## config.mk

```make
export PLATFORM = sky130hd
export DESIGN_NAME = trig_sched
export DESIGN_NICKNAME = d
export VERILOG_FILES = /design/src/rtl/trig_pkg.sv /design/src/rtl/rr_arbiter.sv /design/src/rtl/trig_sched.sv
export SDC_FILE = /design/constraint.sdc
export NUM_CORES = 1
export LEC_CHECK = 0
export CAP_MARGIN = 20
export CORE_ASPECT_RATIO = 1.2
export CORE_MARGIN = 3
export CORE_UTILIZATION = 32
export CTS_CLUSTER_DIAMETER = 40
export DETAILED_ROUTE_END_ITERATION = 16
export GPL_TIMING_DRIVEN = 0
export HOLD_SLACK_MARGIN = 0.08
export SYNTH_ARGS = -nofsm -noshare
export SYNTH_HDL_FRONTEND = slang
export SYNTH_SLANG_ARGS = --single-unit
```

## constraint.sdc

```tcl
create_clock -name clk -period 4.05 [get_ports clk]
set_clock_uncertainty 0.1 [all_clocks]
set_input_delay 0.6075 -clock clk [delete_from_list [all_inputs] [get_ports clk]]
set_output_delay 0.6075 -clock clk [all_outputs]
set_load 0.01 [all_outputs]
```

## src/rtl/trig_pkg.sv

```systemverilog
// Shared types for the trig lookup scheduler: angle/fp44 types, request ops,
// FSM states and the in-flight lookup descriptor.
package trig_pkg;

  typedef logic [10:0] angle_t;
  typedef logic [43:0] fp44_t;

  typedef enum logic [1:0] {
    OP_SIN    = 2'd0,
    OP_COS    = 2'd1,
    OP_SINCOS = 2'd2
  } trig_op_e;

  typedef enum logic [1:0] {
    ST_IDLE   = 2'd0,
    ST_ISSUE  = 2'd1,
    ST_SECOND = 2'd2
  } sched_state_e;

  localparam angle_t ANGLE_QUARTER = 11'h200;
  localparam int     ID_W          = 3;

  typedef struct packed {
    logic            valid;
    logic [ID_W-1:0] id;
    trig_op_e        op;
    logic            half;   // 0 = first (sin) lookup, 1 = second (cos) half of SINCOS
  } pipe_entry_t;

  // The unused encoding 2'b11 behaves as SIN.
  function automatic trig_op_e decode_op(input logic [1:0] raw);
    case (raw)
      2'b01:   return OP_COS;
      2'b10:   return OP_SINCOS;
      default: return OP_SIN;
    endcase
  endfunction

endpackage

```

## src/rtl/rr_arbiter.sv

```systemverilog
// Combinational round-robin arbiter: grants the first requester at or after ptr_i.
module rr_arbiter #(
  parameter int N  = 4,
  parameter int PW = (N > 1) ? $clog2(N) : 1
) (
  input  logic [N-1:0]  req_i,
  input  logic [PW-1:0] ptr_i,
  output logic [N-1:0]  grant_o,
  output logic [PW-1:0] grant_id_o,
  output logic          any_o
);

  logic [PW-1:0] idx;

  always_comb begin
    grant_o    = '0;
    grant_id_o = '0;
    any_o      = 1'b0;
    idx        = '0;
    for (int i = 0; i < N; i++) begin
      // ptr_i is always < N, so a single wrap subtraction suffices
      if (int'(ptr_i) + i >= N) idx = PW'(int'(ptr_i) + i - N);
      else                      idx = PW'(int'(ptr_i) + i);
      if (!any_o && req_i[idx]) begin
        any_o       = 1'b1;
        grant_o[idx] = 1'b1;
        grant_id_o  = idx;
      end
    end
  end

endmodule

```

## src/rtl/trig_sched.sv

```systemverilog
// Shares one registered sine LUT between NREQ requesters; cos = sin(angle + quarter),
// SINCOS is two back-to-back lookups returned as a single response.
module trig_sched
  import trig_pkg::*;
#(
  parameter int NREQ    = 4,
  parameter int LUT_LAT = 1
) (
  input  logic              clk,
  input  logic              reset_n,
  input  logic [NREQ-1:0]   req_valid,
  output logic [NREQ-1:0]   req_ready,
  input  logic [NREQ*11-1:0] req_angle,
  input  logic [NREQ*2-1:0] req_op,
  output logic [10:0]       lut_angle,
  input  logic [43:0]       lut_val,
  output logic [NREQ-1:0]   resp_valid,
  output logic [43:0]       resp_sin,
  output logic [43:0]       resp_cos,
  output logic [1:0]        dbg_state
);

  localparam int PW = (NREQ > 1) ? $clog2(NREQ) : 1;

  // Handshake: req_valid[i] && req_ready[i] in the same cycle. Responses have no
  // backpressure; resp_valid[id] is a single-cycle pulse.
  sched_state_e  state_q, state_d;
  logic [PW-1:0] rr_ptr_q, rr_ptr_d;
  angle_t        lut_angle_q, lut_angle_d;
  pipe_entry_t   pipe_q [LUT_LAT+1];
  pipe_entry_t   issue_d, exit_e;
  fp44_t         hold_q, resp_sin_q, resp_cos_q;
  logic [ID_W-1:0] lock_id_q;
  angle_t        lock_angle_q;
  logic [NREQ-1:0] resp_valid_q;

  logic [NREQ-1:0] grant;
  logic [PW-1:0]   grant_id;
  logic            any_valid, hs;
  angle_t          g_angle;
  trig_op_e        g_op;

  rr_arbiter #(.N(NREQ), .PW(PW)) u_arb (
    .req_i      (req_valid),
    .ptr_i      (rr_ptr_q),
    .grant_o    (grant),
    .grant_id_o (grant_id),
    .any_o      (any_valid)
  );

  assign g_angle = req_angle[int'(grant_id)*11 +: 11];
  assign g_op    = decode_op(req_op[int'(grant_id)*2 +: 2]);
  assign hs      = reset_n && (state_q != ST_SECOND) && any_valid;
  assign exit_e  = pipe_q[LUT_LAT];

  always_ff @(posedge clk or negedge reset_n) begin
    if (!reset_n) state_q <= ST_IDLE;
    else          state_q <= state_d;
  end

  always_comb begin
    state_d = state_q;
    case (state_q)
      ST_SECOND: state_d = ST_ISSUE;
      default: begin
        if (hs) state_d = (g_op == OP_SINCOS) ? ST_SECOND : ST_ISSUE;
        else    state_d = ST_IDLE;
      end
    endcase
  end

  always_comb begin
    req_ready   = '0;
    issue_d     = '0;
    lut_angle_d = lut_angle_q;
    rr_ptr_d    = rr_ptr_q;
    if (state_q == ST_SECOND) begin
      lut_angle_d = lock_angle_q;
      issue_d     = '{valid: 1'b1, id: lock_id_q, op: OP_SINCOS, half: 1'b1};
    end else if (hs) begin
      req_ready   = grant;
      lut_angle_d = (g_op == OP_COS) ? g_angle + ANGLE_QUARTER : g_angle;
      issue_d     = '{valid: 1'b1, id: ID_W'(grant_id), op: g_op, half: 1'b0};
      rr_ptr_d    = (grant_id == PW'(NREQ-1)) ? '0 : grant_id + PW'(1);
    end
  end

  always_ff @(posedge clk or negedge reset_n) begin
    if (!reset_n) begin
      rr_ptr_q     <= '0;
      lut_angle_q  <= '0;
      for (int s = 0; s <= LUT_LAT; s++) pipe_q[s] <= '0;
      hold_q       <= '0;
      lock_id_q    <= '0;
      lock_angle_q <= '0;
      resp_valid_q <= '0;
      resp_sin_q   <= '0;
      resp_cos_q   <= '0;
    end else begin
      rr_ptr_q    <= rr_ptr_d;
      lut_angle_q <= lut_angle_d;
      pipe_q[0]   <= issue_d;
      for (int s = 1; s <= LUT_LAT; s++) pipe_q[s] <= pipe_q[s-1];
      if (hs && g_op == OP_SINCOS) begin
        lock_id_q    <= ID_W'(grant_id);
        lock_angle_q <= g_angle + ANGLE_QUARTER;
      end
      resp_valid_q <= '0;
      // lut_val belongs to the entry leaving the last pipeline stage
      if (exit_e.valid) begin
        case (exit_e.op)
          OP_COS: begin
            resp_sin_q   <= '0;
            resp_cos_q   <= lut_val;
            resp_valid_q <= NREQ'(1) << exit_e.id;
          end
          OP_SINCOS: begin
            if (!exit_e.half) begin
              hold_q <= lut_val;
            end else begin
              resp_sin_q   <= hold_q;
              resp_cos_q   <= lut_val;
              resp_valid_q <= NREQ'(1) << exit_e.id;
            end
          end
          default: begin
            resp_sin_q   <= lut_val;
            resp_cos_q   <= '0;
            resp_valid_q <= NREQ'(1) << exit_e.id;
          end
        endcase
      end
    end
  end

  assign lut_angle  = lut_angle_q;
  assign resp_valid = resp_valid_q;
  assign resp_sin   = resp_sin_q;
  assign resp_cos   = resp_cos_q;
  assign dbg_state  = state_q;

endmodule

```

==> impl_metrics.env <==
export IMPL_vias_per_cell=4.80
export IMPL_synth_edf_count=0
export IMPL_drc=0
export IMPL_first_global_vias=6225
export IMPL_nets=1061
export IMPL_synth_seq_cells=176
export IMPL_worst_setup_path_end_kind="output pin"
export IMPL_dieArea_um2=26700
export IMPL_hold_violations=0
export IMPL_yosysWarnings=0
export IMPL_syn_num_nets=831
export IMPL_rrSetupSlack_ns=0.33
export IMPL_critical_path_depth=10
export IMPL_arrival_ns=3.19
export IMPL_grt_pass1_wl_mm=34.6
export IMPL_boundaryPins=211
export IMPL_dp_hpwl_mm=15.9
export IMPL_maxCapViolations=0
export IMPL_grt_max_degree=97
export IMPL_drt_iter0_drc=324
export IMPL_worstMarginPinSlew_ns=0.755
export IMPL_dpl_cell_area_um2=10500
export IMPL_fp_dieH_um=179
export IMPL_fill_cells=2359
export IMPL_antenna_found_initial=0
export IMPL_cts_sinks=176
export IMPL_p_per_area_nw_per_um2=786
export IMPL_coreArea_um2=24200
export IMPL_cts_root_buf="clkbuf_16"
export IMPL_track_usage_pct=16.5
export IMPL_syn_cell_area_um2=7940
export IMPL_p_leak_uw=0.00464
export IMPL_multiInputGateArea_um2=3320
export IMPL_detail_route_antenna_nets=0
export IMPL_wl_per_cell_um=17.1
export IMPL_initial_core_util_pct=32.8
export IMPL_critPathLaunch="rr_ptr_q[0]"
export IMPL_seq_area_um2=4410
export IMPL_path_max_fanout=9
export IMPL_final_cells=1281
export IMPL_endpoint="req_ready[0]"
export IMPL_clk_pin_slew_ns=0.07
export IMPL_synth_avg_cell_area_um2=11.0
export IMPL_synth_async_reset_ratio_pct=100
export IMPL_cpPeakStageDelay_ns=0.55
export IMPL_gr_total_overflow=0
export IMPL_crit_family="buffers and inverters"
export IMPL_cts_tree="yes"
export IMPL_pre_cts_ws_ns=-0.00844
export IMPL_die_w_um=150
export IMPL_worst_hold_slack_ns=0.0974
export IMPL_place_inst=1250
export IMPL_r2r_start="rr_ptr_q[0]"
export IMPL_worst_slack_ns=0.152
export IMPL_crit_chain="buf_6 > clkinvlp_4 > ha_4 > mux4_2 > nor2b_4 > a22oi_1 > nor2_1 > a221oi_1 > nor2_1 > clkdlybuf4s50_1"
export IMPL_area_growth_pct=39.5
export IMPL_clk_latency_ns=0.42
export IMPL_mostFrequentLayoutCells="clkdlybuf4s50_1 (208), dfrtp_1 (175), nand2_1 (106)"
export IMPL_worst_path_max_delay_cell="clkdlybuf4s50_1"
export IMPL_routed_wl_mm=21.9
export IMPL_rr_worst_depth=13
export IMPL_drive_above_1_share_pct=11.1
export IMPL_cts_buffer_depth=2
export IMPL_htree_levels=4
export IMPL_period_share_pct=96.2
export IMPL_vias=6153
export IMPL_cts_buffers=17
export IMPL_netlist_instances=720
export IMPL_final_common_cell="clkdlybuf4s50_1"
export IMPL_synth_ff_type="dfrtp_1"
export IMPL_yosysSeqAreaShare_pct=55.5
export IMPL_worst_path_most_repeated_cell="nor2_1"
export IMPL_crit_path_start_kind="register"
export IMPL_relSlewSlack_pct=48.2
export IMPL_final_max_slew_viol_count=0
export IMPL_cts_setup_buffers=0
export IMPL_synth_cell_types=37
export IMPL_hold_path_class="primary input to asynchronous set/reset pin"
export IMPL_gp_congestion=0.763
export IMPL_critPathBufInv=3
export IMPL_num_antenna_cells=0
export IMPL_min_period_ns=3.90
export IMPL_finalSetupViolCount=0
export IMPL_status="finished, final reports clean"
export IMPL_fmax_ghz=0.257
export IMPL_regToRegEndpoint="lock_angle_q[6]"
export IMPL_required_ns=3.34
export IMPL_final_util_pct=45.8
export IMPL_row_count=62
export IMPL_crit_type="register to output pin"
export IMPL_ir_drop_mv=0.437
export IMPL_port_buffers=209
export IMPL_design_area_um2=11100
export IMPL_drt_pass1_iter_count=4
[layout make-up]
type | instances | share of cell area, %
plain buffers | 52 | 1.99
flip-flops and latches | 176 | 39.8
multi-input cells | 487 | 29.9
inverters | 5 | 0.203
well taps | 320 | 3.62
clock inverters | 11 | 0.983
repair buffers | 211 | 19.5
clock buffers | 19 | 4.00
[metrics by stage]
stage / total power (µW) / TNS (ns)
5_1_grt: 9360 / -0.00269
2_1_floorplan: 5310 / 0
3_3_place_gp: 7140 / -1177.69
4_1_cts: 8800 / 0
3_5_place_dp: 7220 / -0.0181
6_report: 8700 / 0
[power by group]
part | total [µW] | leakage, µW | internal [µW] | switching (µW)
combinational | 4140 | 0.00218 | 2110 | 2030
clock | 1560 | 0.000259 | 864 | 698
sequential | 3000 | 0.00220 | 2580 | 417
total | 8700 | 0.00464 | 5560 | 3150
[worst min path at each step]
stage               slack [ns]            to  cells after the start
floorplan                 0.21  dbg_state[0]                      0
global placement          0.23     exit_e[3]                      0
detailed placement        0.23     exit_e[3]                      0
CTS                       0.09   resp_cos[8]                      1
global route              0.10   resp_cos[9]                      2
finish                     0.1   resp_cos[8]                      2
[routing by layer]
layer	track usage, %	share of wire, %
met1	20.7	42
met2	27.6	49
met3	4.73	6.9
met4	5.49	1.7
met5	0	0
[worst reg2reg max path: stages (launching register included)]
cell and delay [ns]:
dfrtp_2 0.42, buf_6 0.17, clkinvlp_4 0.22, ha_4 0.38, mux4_2 0.41, nor2b_4 0.22
nor2_2 0.07, o221ai_2 0.21, buf_6 0.18, mux2i_1 0.31, nand2b_1 0.14, buf_2 0.20
buf_4 0.24, mux2_2 0.36
[Yosys cell counts (4+ instances only)]
cell / number / area [µm²]
a21oi_1: 5 / 25.0
a221oi_1: 4 / 35.0
a22oi_1: 47 / 353
buf_2: 5 / 25.0
clkbuf_1: 43 / 161
dfrtp_1: 176 / 4400
ha_1: 9 / 113
inv_1: 5 / 18.8
mux2_2: 57 / 642
mux2i_1: 51 / 510
nand2_1: 106 / 398
nand2b_1: 58 / 363
nand3_1: 4 / 20.0
nor2_1: 13 / 48.8
o21ai_0: 102 / 510
[cells by family (layout without fill, tap and decap cells)]
kind of cell | Yosys count | after routing | synth area share, %
flip-flops | 176 | 176 | 55.5
AND/OR/NAND/NOR | 198 | 198 | 12.0
adder cells (fa/ha/maj) | 9 | 9 | 1.42
AO/OA/AOI/OAI | 166 | 166 | 12.5
multiplexers | 111 | 111 | 15.3
buffers and inverters | 57 | 298 | 3.01
XOR/XNOR | 3 | 3 | 0.331
[state kept, by name (all words and copies together), names as in the netlist]
register	count
pipe_q	6
lock_id_q	2
resp_cos	44
lock_angle_q	11
exit_e	6
lut_angle	11
resp_sin	44
dbg_state	2
rr_ptr_q	2
hold_q	44
resp_valid	4
[repair_timing]
item / CTS / global route
endpoints found under the hold margin: 0 / 81
hold buffers: 0 / 1
pin swaps: 0 / 0
resized for setup: 1 / 5
setup endpoints to repair: 4 / 11
Note: power is estimated with default switching activity, not from simulation.
